**src/rtl/fpu_pkg.sv**
```systemverilog
// Shared FPU definitions: comparison opcode encoding and single-precision constants.
package fpu_pkg;

  localparam int DATA_W = 32;

  // Key value shared by +0, -0 and every denormal
  localparam logic [DATA_W-1:0] KEY_ZERO = 32'h8000_0000;

  typedef enum logic [1:0] {
    FEQ = 2'b00,
    FLT = 2'b01,
    FLE = 2'b10,
    FGE = 2'b11
  } cmp_op_t;

endpackage

```
**src/rtl/fcmp_key.sv**
```systemverilog
// Maps an IEEE-754 single to a 32-bit key whose unsigned order equals float order.
module fcmp_key
  import fpu_pkg::*;
(
  input  logic [DATA_W-1:0] i_x,
  output logic [DATA_W-1:0] o_key
);

  logic w_zero_exp;

  assign w_zero_exp = (i_x[30:23] == 8'd0);

  // Positives sit above KEY_ZERO; negatives invert so larger magnitude sorts lower
  assign o_key = w_zero_exp ? KEY_ZERO :
                 (i_x[31] ? ~i_x : {1'b1, i_x[30:0]});

endmodule

```
**src/rtl/fcmp_pipe.sv**
```systemverilog
// Two-stage floating-point compare (FEQ/FLT/FLE/FGE) with valid/ready flow control.
module fcmp_pipe
  import fpu_pkg::*;
#(
  parameter int TAG_W = 5
) (
  input  logic                clk,
  input  logic                rst,
  input  logic                in_valid,
  output logic                in_ready,
  input  logic [1:0]          op,
  input  logic [DATA_W-1:0]   x1,
  input  logic [DATA_W-1:0]   x2,
  input  logic [TAG_W-1:0]    in_tag,
  output logic                out_valid,
  input  logic                out_ready,
  output logic                y,
  output logic [TAG_W-1:0]    out_tag
);

  function automatic logic f_cmp(input cmp_op_t i_op,
                                 input logic [DATA_W-1:0] i_k1,
                                 input logic [DATA_W-1:0] i_k2);
    logic r;
    r = 1'b0;
    case (i_op)
      FEQ:     r = (i_k1 == i_k2);
      FLT:     r = (i_k1 <  i_k2);
      FLE:     r = (i_k1 <= i_k2);
      FGE:     r = (i_k1 >= i_k2);
      default: r = 1'b0;
    endcase
    return r;
  endfunction

  logic                r_vld_p1;
  logic                r_vld_p2;
  cmp_op_t             r_op_p1;
  logic [DATA_W-1:0]   r_x1_p1;
  logic [DATA_W-1:0]   r_x2_p1;
  logic [TAG_W-1:0]    r_tag_p1;
  logic                r_y_p2;
  logic [TAG_W-1:0]    r_tag_p2;

  logic                w_s2_free;
  logic                w_s1_adv;
  logic                w_accept;
  logic [DATA_W-1:0]   w_key1;
  logic [DATA_W-1:0]   w_key2;

  // S2 can take new data when empty or being drained this cycle
  assign w_s2_free = !r_vld_p2 || out_ready;
  assign w_s1_adv  = r_vld_p1 && w_s2_free;
  assign in_ready  = !r_vld_p1 || w_s1_adv;
  assign w_accept  = in_valid && in_ready;

  always_ff @(posedge clk or posedge rst) begin
    if (rst) begin
      r_vld_p1 <= 1'b0;
      r_vld_p2 <= 1'b0;
    end else begin
      if (w_accept)
        r_vld_p1 <= 1'b1;
      else if (w_s1_adv)
        r_vld_p1 <= 1'b0;

      if (w_s1_adv)
        r_vld_p2 <= 1'b1;
      else if (out_ready)
        r_vld_p2 <= 1'b0;
    end
  end

  // ---- S1: operand capture ----
  always_ff @(posedge clk) begin
    if (w_accept) begin
      r_op_p1  <= cmp_op_t'(op);
      r_x1_p1  <= x1;
      r_x2_p1  <= x2;
      r_tag_p1 <= in_tag;
    end
  end

  fcmp_key u_key1 (.i_x(r_x1_p1), .o_key(w_key1));
  fcmp_key u_key2 (.i_x(r_x2_p1), .o_key(w_key2));

  // ---- S2: compare and result ----
  always_ff @(posedge clk or posedge rst) begin
    if (rst) begin
      r_y_p2   <= 1'b0;
      r_tag_p2 <= '0;
    end else if (w_s1_adv) begin
      r_y_p2   <= f_cmp(r_op_p1, w_key1, w_key2);
      r_tag_p2 <= r_tag_p1;
    end
  end

  assign out_valid = r_vld_p2;
  assign y         = r_y_p2;
  assign out_tag   = r_tag_p2;

endmodule

```
**config.mk**
```make
export PLATFORM = sky130hd
export DESIGN_NAME = fcmp_pipe
export DESIGN_NICKNAME = d
export VERILOG_FILES = /design/src/rtl/fpu_pkg.sv /design/src/rtl/fcmp_key.sv /design/src/rtl/fcmp_pipe.sv
export SDC_FILE = /design/constraint.sdc
export NUM_CORES = 1
export LEC_CHECK = 0
export CAP_MARGIN = 20
export CORE_ASPECT_RATIO = 0.7
export CORE_MARGIN = 1.5
export CORE_UTILIZATION = 45
export DETAILED_ROUTE_END_ITERATION = 6
export DONT_BUFFER_PORTS = 1
export PLACE_DENSITY_LB_ADDON = 0.3
export SYNTH_ARGS = -nofsm -noshare
export SYNTH_HDL_FRONTEND = slang
export SYNTH_HIERARCHICAL = 1
export SYNTH_SLANG_ARGS = --single-unit
```
**constraint.sdc**
```tcl
create_clock -name clk -period 2.6 [get_ports clk]
set_input_delay 0.39 -clock clk [delete_from_list [all_inputs] [get_ports clk]]
set_output_delay 0.39 -clock clk [all_outputs]
set_load 0.01 [all_outputs]
```
==> impl_metrics.ini <==
[clock_tree]
root_buffer = clkbuf_16
clock_latency_ps = 340
cts_buffer_depth = 2
cts_made_buffers = 9
htreeDepth = 3
cts.sinks = 79
clk_pin_slew_ps = 70
cts_tree = done

[floorplan]
num_io_pins = 83
die_area_um2 = 10400
die_w_um = 121
rows = 29
die_y_um = 85.8
initial_core_util_pct = 47.4
core_area_um2 = 9290

[logic_synthesis]
syn_nets = 471
synth.distinct_cells = 35
avgSynthCellArea_um2 = 12.1
ys_ff_latch = 79
synth_seq_area_share_pct = 53.0
synth_edf_count = 71
syn_area_um2 = 4400
async_reset_ff_share_pct = 10.1
synth_top_flop_cell = edfxtp_1
synth_cells = 364
synth_warnings = 6

[worst_setup_path]
regToRegStartpoint = r_x1_p1[27]$_DFFE_PP_
required_ps = 2810
start_kind = flop
crit_arrival_ps = 3080
crit_fanout = 7
end_kind = flop
worstReg2RegEnd = y$_DFFE_PP0P_
worst-setup-path-type = flop to flop
worstRegToRegCells = 12
r2r_setup_slack_ps = -270

[timing]
setup_violations = 1
period_needed_ps = 2870
slew_headroom_pct = 65.3
final-max-slew-violation-count = 0
postLayoutSetupSlackWorst_ps = -265
finalHoldViolations = 0
rsz0062_at_grt = yes
finalClockSkew_ps = 5.21
fin_setup_tns_ps = -265
max_freq_ghz = 0.349
period_share_pct = 110
worst_pin_slew_ps = 521
whs_ps = 138

[placed_design]
gp_congestion = 0.851
pre_cts_ws_ps = -233
placed_cells = 502
dpl_cell_area_um2 = 4760
io_buffers = 0
dpl.hpwl_um = 6270

[grt]
grt_pass1_vias = 2884
grt_max_degree = 40
track_usage_pct = 18.6
grt_pass1_wl_um = 14400
gr-total-overflow = 0
grt_antenna_before_repair = 0

[worst_hold_path]
hold_end = r_x2_p1[2]$_DFFE_PP_
hp-class = input pin to flop
min_path_cells = 0
hp-start = x2[2]

[power_and_ir_drop]
vdd_ir_drop_max_mv = 0.417
finalPower_mw = 3.45
leakagePower_nw = 2.03
power_density_nw_per_um2 = 652

[final_layout]
stdcell_count = 530
post-route-util_pct = 57.0
fin_area_um2 = 5290
num_antenna_cells = 0
drive_above_1_share_pct = 24.1
finalNetCount = 508
syn_to_final_growth_pct = 20.2

[routing]
drtAntennaViolNets = 0
via_per_inst = 5.39
drc_errors = 0
first_iter_violations = 165
wl_um = 9440
avgRoutedWirePerCell_um = 17.8
vias = 2856
firstDrtPassIters = 4

[status]
violations = negative setup slack
status = finished, violations left

[run]
cap_violations = 0
-- how the worst max path moves through the flow --
| stage | slack, ps | cells after the start | startpoint | endpoint |
|---|---|---|---|---|
| after global routing | -360 | 12 | r_x1_p1[27]$_DFFE_PP_ | y$_DFFE_PP0P_ |
| final | -270 | 12 | r_x1_p1[27]$_DFFE_PP_ | y$_DFFE_PP0P_ |
| after detailed placement | -230 | 10 | r_x1_p1[27]$_DFFE_PP_ | y$_DFFE_PP0P_ |
| after floorplan | 20 | 11 | r_x1_p1[27]$_DFFE_PP_ | y$_DFFE_PP0P_ |
| after CTS | -200 | 13 | r_x1_p1[29]$_DFFE_PP_ | y$_DFFE_PP0P_ |
| after global placement | -120 | 10 | r_x1_p1[28]$_DFFE_PP_ | y$_DFFE_PP0P_ |
-- final cells by class --
cell class | count | area, µm²
Clock buffer | 9 | 225
Clock inverter | 7 | 63.8
Fill cell | 791 | 4000
Inverter | 35 | 131
Multi-Input combinational cell | 230 | 1920
Sequential cell | 79 | 2330
Tap cell | 124 | 155
Timing Repair Buffer | 46 | 464
-- flip-flops by register name, summed over array words and instances (netlist names) --
signal	flops
out_tag	5
out_valid	1
r_op_p1	2
r_tag_p1	5
r_vld_p1	1
r_x1_p1	32
r_x2_p1	32
y	1
-- metal layers --
| metal | global-route usage [%] | vias up | part of all wire (%) |
|---|---|---|---|
| met5 | 0 | - | 0 |
| met4 | 5.35 | 0 | 1.6 |
| met3 | 7.25 | 14 | 8.0 |
| met2 | 28.3 | 102 | 45 |
| met1 | 25.0 | 1360 | 46 |
| li1 | - | 1380 | - |
-- power by group --
group | internal [mW] | switching, mW | total, mW | leakage, nW
Combinational | 0.314 | 0.373 | 0.687 | 1.12
Sequential | 1.50 | 0.0669 | 1.56 | 0.773
Clock | 0.666 | 0.538 | 1.20 | 0.136
Total | 2.47 | 0.978 | 3.45 | 2.03
-- synthesized netlist by cell type (all sizes together) (2+ instances only) --
library cell / n / area, µm²
edfxtp: 71 / 2130
nand4: 8 / 50.1
o211ai: 2 / 20.0
nand2b: 3 / 18.8
inv: 35 / 131
buf: 20 / 145
a21oi: 80 / 404
mux2: 5 / 56.3
o21ai: 5 / 25.0
nand3: 2 / 10.0
nor4: 7 / 104
nand2: 8 / 32.5
dfrtp: 8 / 200
nor2: 2 / 7.51
a21bo: 2 / 20.0
xnor2: 62 / 543
ha: 32 / 400
-- repair_timing --
action / in CTS / in global routing
gates resized for setup: 11 / 17
pin swaps: 13 / 25
endpoints found under the hold margin: 8 / 0
gates cloned: 2 / 1
buffers inserted: 7 / 2
hold buffers: 1 / 0
endpoints found under the setup margin: 1 / 1
-- worst max-delay path, stage by stage, from the launching register on --
cell and delay [ps]:
edfxtp_1 430, nor4_4 300, buf_6 170, buf_12 140
buf_4 140, a21oi_1 80, ha_1 320, nand4_1 260
nor4_4 390, buf_4 160, a21oi_2 60, o22ai_1 170
a311oi_1 120
-- cell families (layout without fill, tap and decap cells) --
family                     count (synthesis)  in the layout  synth area share [%]
muxes                                      5              5                  1.28
adders and majority gates                 32             32                  9.09
AOI/OAI and AO/OA                         97             97                  12.2
DFF                                       79             79                  53.0
and+or+nand+nor                           34             34                  5.80
xor gates and xnor gates                  62             62                  12.3
buffers and inverters                     55             97                  6.28
-- cells in the final DEF (no fill, tap or decap), types with 2 or more instances in the layout --
master       n
xnor2_1     62
buf_4       34
a21bo_2      2
a21oi_2     14
ha_4         2
clkinv_4     2
clkinvlp_4   2
edfxtp_1    71
mux2_2       5
buf_6        3
dfrtp_1      8
o21ai_0      2
clkbuf_16   10
inv_8        2
ha_1        30
nor4_4       6
a21oi_1     66
nor2_1       2
nand2_1      7
o21ai_1      3
nand2b_1     3
nand4_1      8
buf_12       7
inv_1       35
nand3_1      2
Power figures use the tool's default switching activity.
==> patch 1 (config.mk and constraints unchanged) <==
`TAG_W`: 5 -> 10.
--- a/src/rtl/fcmp_pipe.sv
+++ b/src/rtl/fcmp_pipe.sv
@@ -3,5 +3,5 @@
   import fpu_pkg::*;
 #(
-  parameter int TAG_W = 5
+  parameter int TAG_W = 10
 ) (
   input  logic                clk,
Ports: changed (resized in_tag and out_tag); port bits go from 83 to 93. The function was not compared with the original's and may differ.
==> patch 1 against the unedited design <==
The flow still finishes with violations (setup timing); clock power barely moved; final area is 4.1% higher; sequential cell count up 10; area after synthesis up 7.6%; highest routed layer unchanged; total power grew 5.2%; routed wire length fell by 2.4%; largest power group unchanged; largest cell class unchanged; setup slack improved by 0.098 ns; non-clock buffer count down 7.
==> patch 1: results (changes against the unedited design) <==
- PnR worst setup slack: -0.167 ns (was -0.265 ns)
- Status: finished, violations left (unchanged)
- Number of fill cells: 839 (was 791)
- Final setup violation count: 1 (unchanged)
- Placed Area: 5060 um^2 (was 4760 um^2)
- Max-Slew Margin vs Limit: 65.9% (was 65.3%)
- Syn nets: 492 (was 471)
- Met3 usage: 5.74% (was 7.25%)
- Worst slack, placed: -0.136 ns (was -0.233 ns)
- Final Skew: 0.00945 ns (was 0.00521 ns)
- Met2 GRT Util: 25.6% (was 28.3%)
- Wl on met1: 4.38 mm (was 4.32 mm)
- Postcts setup bufs: 0 (was 7)
- Top post-synthesis cells by count: a21oi_1, edfxtp_1, xnor2_1 (unchanged)
- Register area: 2610 um^2 (was 2330 um^2)
- WHS: 0.136 ns (was 0.138 ns)
- Largest net degree at the start of global routing: 46 (was 40)
- Post-CTS Resized: 3 (was 11)
- Async S/R FF share, synth: 14.6% (was 10.1%)
- Failing checks: setup timing (unchanged)
- VDD IR-drop max: 0.402 mV (was 0.417 mV)
- Sequential share of power: 48.7% (was 45.3%)
- Met3 wire len: 494 um (was 751 um)
- Lkg Pwr: 2.11 nW (was 2.03 nW)
- Largest cells by area after synthesis: edfxtp_1, xnor2_1, ha_1, a21oi_1, dfrtp_1 (unchanged)
- Global-route wire length before repair: 14.2 mm (was 14.4 mm)
- Tot GR Track Use: 16.6% (was 18.6%)
- Layout cells sized above 1: 17.9% (was 24.1%)
- Seq pwr: 0.00177 W (was 0.00156 W)
- Gpl congestion: 0.867 (was 0.851)
- Via density: 5.30 (was 5.39)
- Endpoint, Worst Hold: r_x1_p1[12] (was r_x2_p1[2])
- Detailed Route WL: 9.21 mm (was 9.44 mm)
- Initial DRC count: 146 (was 165)
- R2R cell count: 13 (was 12)
- GR Layer Usage met1: 22.2% (was 25.0%)
- Sum Neg Setup Slack: -0.167 ns (was -0.265 ns)
- Slew Limit Fails: 0 (unchanged)
- Post-DP HPWL: 6.28 mm (was 6.27 mm)
- Critical path arrival: 2.99 ns (was 3.08 ns)
- Cell count after synthesis: 380 (was 364)
- Crit path launch: r_x1_p1[29] (was r_x1_p1[27])
- Dpl cells: 520 (was 502)
- Pint: 0.00265 W (was 0.00247 W)
[patch 1: cell type report]
class	instances	area share [%]
clock buffer	9	4.09
clock inverter	7	0.954
inverter	35	2.38
multi-input combinational	235	34.1
sequential	89	47.3
tap	132	3.00
timing repair buffer	39	8.11
[patch 1: cell families (layout without fill, tap and decap cells)]
family / count (synthesis) / after routing / share of synthesized area, %
compound gates: 97 / 97 / 11.4
flops: 89 / 89 / 55.0
xor+xnor: 62 / 62 / 11.5
buf+inv: 56 / 90 / 5.94
simple gates: 34 / 34 / 5.34
fa+ha+maj: 32 / 32 / 8.45
mux: 10 / 10 / 2.38
[patch 1: critical path, cell delays in order (launching register included)]
cell       delay [ns]
edfxtp_1         0.43
nor4_4           0.30
buf_6            0.16
buf_4            0.13
clkbuf_16        0.16
a21oi_1          0.08
ha_1             0.31
nand4_1          0.18
buf_4            0.19
nor4_2           0.24
buf_4            0.16
a21oi_2          0.05
o22ai_1          0.15
a311oi_1         0.10
==> patch 2 (same flow settings) <==
Made on the original files. Make the reset (`rst`) synchronous in 2 clocked blocks.
--- a/src/rtl/fcmp_pipe.sv
+++ b/src/rtl/fcmp_pipe.sv
@@ -55,5 +55,5 @@
   assign w_accept  = in_valid && in_ready;
 
-  always_ff @(posedge clk or posedge rst) begin
+  always_ff @(posedge clk) begin
     if (rst) begin
       r_vld_p1 <= 1'b0;
@@ -86,5 +86,5 @@
 
   // ---- S2: compare and result ----
-  always_ff @(posedge clk or posedge rst) begin
+  always_ff @(posedge clk) begin
     if (rst) begin
       r_y_p2   <= 1'b0;
Check against the original RTL: differs if rst is asserted again (counterexample within 4 cycles, from zero or initial values and one cycle with rst high); with rst held inactive, the same outputs for 10 cycles.
==> patch 2 against the unedited design <==
Worst hold slack worse by 0.021 ns; the flow still finishes with violations (setup timing); total power decreased by 2.5%; largest cell class unchanged; clock power increased by 9%; sequential cell count unchanged; sequential share of layout area shrank 0.060 points; first-iteration DRC count shrank 13%; die area down 0.14%; final area down 1.6%; area after synthesis fell by 0.14%; count of clock-buffer cells in the layout is 1 higher; routed wire length down 7.8%; setup slack gained 0.070 ns; via count fell by 3.5%.
==> patch 2: results (changes against the unedited design) <==
- Status: finished, violations left (unchanged)
- Failing checks: setup timing (unchanged)
- Synth cell types: 37 (was 35)
- Max-Slew Margin vs Limit: 74.8% (was 65.3%)
- H-tree levels: 3 (unchanged)
- Psw: 0.000807 W (was 0.000978 W)
- Worst-path clk slew: 0.06 ns
- Async S/R FF share, synth: 0% (was 10.1%)
- Postcts setup bufs: 6 (was 7)
- Skew-Pair Late Insertion Delay: 0.34 ns (about the same)
- Initial antenna violation count: 0 (unchanged)
- Global-route wire length before repair: 13.5 mm (was 14.4 mm)
- Nets: 509 (was 508)
- Sequential area share after synthesis: 52.1% (was 53.0%)
- Detailed Route WL: 8.70 mm (was 9.44 mm)
- Antenna Diode Count: 0 (unchanged)
- Critical path arrival: 3.03 ns (was 3.08 ns)
- Lkg Pwr: 2.01 nW (was 2.03 nW)
- Logic power comb: 0.000543 W (was 0.000687 W)
- YS warnings: 6 (unchanged)
- Adder-Cell Fraction of Synth Area: 9.11% (was 9.09%)
- Initial DRC count: 143 (was 165)
- Mux contribution to synthesized area: 1.14% (was 1.28%)
- Largest net degree at the start of global routing: 72 (was 40)
- Num CTS Buffers: 9 (unchanged)
- Number of global-route vias before repair: 2,779 (was 2,884)
- Largest buffer count on any clock path: 2 (unchanged)
- R2R cell count: 13 (was 12)
- Worst slack, placed: -0.240 ns (was -0.233 ns)
- Via density: 5.20 (was 5.39)
- First drt pass iteration count: 4 (unchanged)
- Largest registers: r_x1_p1 x32, r_x2_p1 x32 (unchanged)
- Post-synthesis compound-gate area fraction: 11.7% (was 12.2%)
- Final Skew: 0.00544 ns (was 0.00521 ns)
- Synth Area in XOR/XNOR: 12.4% (was 12.3%)
- Hold WC Path Type: input pin to flop (unchanged)
- Top post-synthesis cells by count: a21oi_1, edfxtp_1, xnor2_1 (unchanged)
- Post-CTS Resized: 6 (was 11)
- Layout cells sized above 1: 17.2% (was 24.1%)
- Largest cells by area after synthesis: edfxtp_1, xnor2_1, ha_1, a21oi_1, dfxtp_1 (was edfxtp_1, xnor2_1, ha_1, a21oi_1, dfrtp_1)
- Tot GR Track Use: 17.4% (was 18.6%)
- IO buf count: 0 (unchanged)
- Gpl congestion: 0.817 (was 0.851)
- Maximum fanout along the worst path: 16 (was 7)
- Number of fill cells: 799 (was 791)
- Post-DP HPWL: 5.85 mm (was 6.27 mm)
- Syn nets: 480 (was 471)
- PnR worst setup slack: -0.196 ns (was -0.265 ns)
- Root buffer selected by CTS: clkbuf_16 (unchanged)
- VDD IR-drop max: 0.392 mV (was 0.417 mV)
- Seq pwr: 0.00151 W (was 0.00156 W)
- Number of synthesized flops with an enable pin: 71 (unchanged)
- Final setup violation count: 1 (unchanged)
- Hold depth: 1 (was 0)
-- patch 2: critical path, stage by stage (launching register included) --
cell and delay (ns):
edfxtp_1 0.43, nor4_4 0.32, buf_4 0.17, buf_12 0.14
a21oi_1 0.07, inv_1 0.07, ha_1 0.25, nand4_1 0.19
buf_4 0.14, nor2_1 0.04, a221oi_2 0.31, a31oi_2 0.14
o32a_1 0.30, o21a_1 0.10
-- patch 2: metrics by stage --
step	utilization, %	area [um^2]	total power [W]	TNS, ns	instances
final	56.1	5210	0.00337	-0.196	530
after global routing	56.1	5210	0.00354	-0.297	530
after CTS	54.5	5060	0.00338	-0.0950	522
after detailed placement	50.3	4680	0.00204	-0.240	501
after global placement	50.3	4680	0.00202	-0.185	501
after floorplan	-	4400	0.00192	0	373
-- patch 2: kinds of logic (layout without fill, tap and decap cells) --
group	count (synthesis)	count (layout)
xor+xnor	62	62
flops	79	79
mux	5	5
compound gates	94	94
simple gates	46	46
buf+inv	55	88
fa+ha+maj	32	32
-- patch 2: path summary, 6_finish.rpt --
check / startpoint / endpoint / slack, ns
worst min register to register: r_tag_p1[0] / out_tag[0] / 0.49
worst min-delay path: rst / out_tag[2] / 0.12
worst max register to register: r_x2_p1[23] / y / -0.20
worst max-delay path: r_x2_p1[23] / y / -0.20
-- patch 2: cell type report --
| cell class | count | share of cell area (%) |
|---|---|---|
| clock buffer | 10 | 4.39 |
| clock inverter | 5 | 1.61 |
| inverter | 33 | 2.38 |
| multi-input combinational | 239 | 36.0 |
| sequential | 79 | 44.0 |
| tap | 124 | 2.98 |
| timing repair buffer | 40 | 8.67 |
-- patch 2: layer usage --
layer	GRT usage (%)	share of wire, %	vias up
met3	6.91	6.0	9
li1	-	-	1376
met4	5.56	1.3	0
met5	0	0	-
met1	21.6	46	1289
met2	28.0	46	81
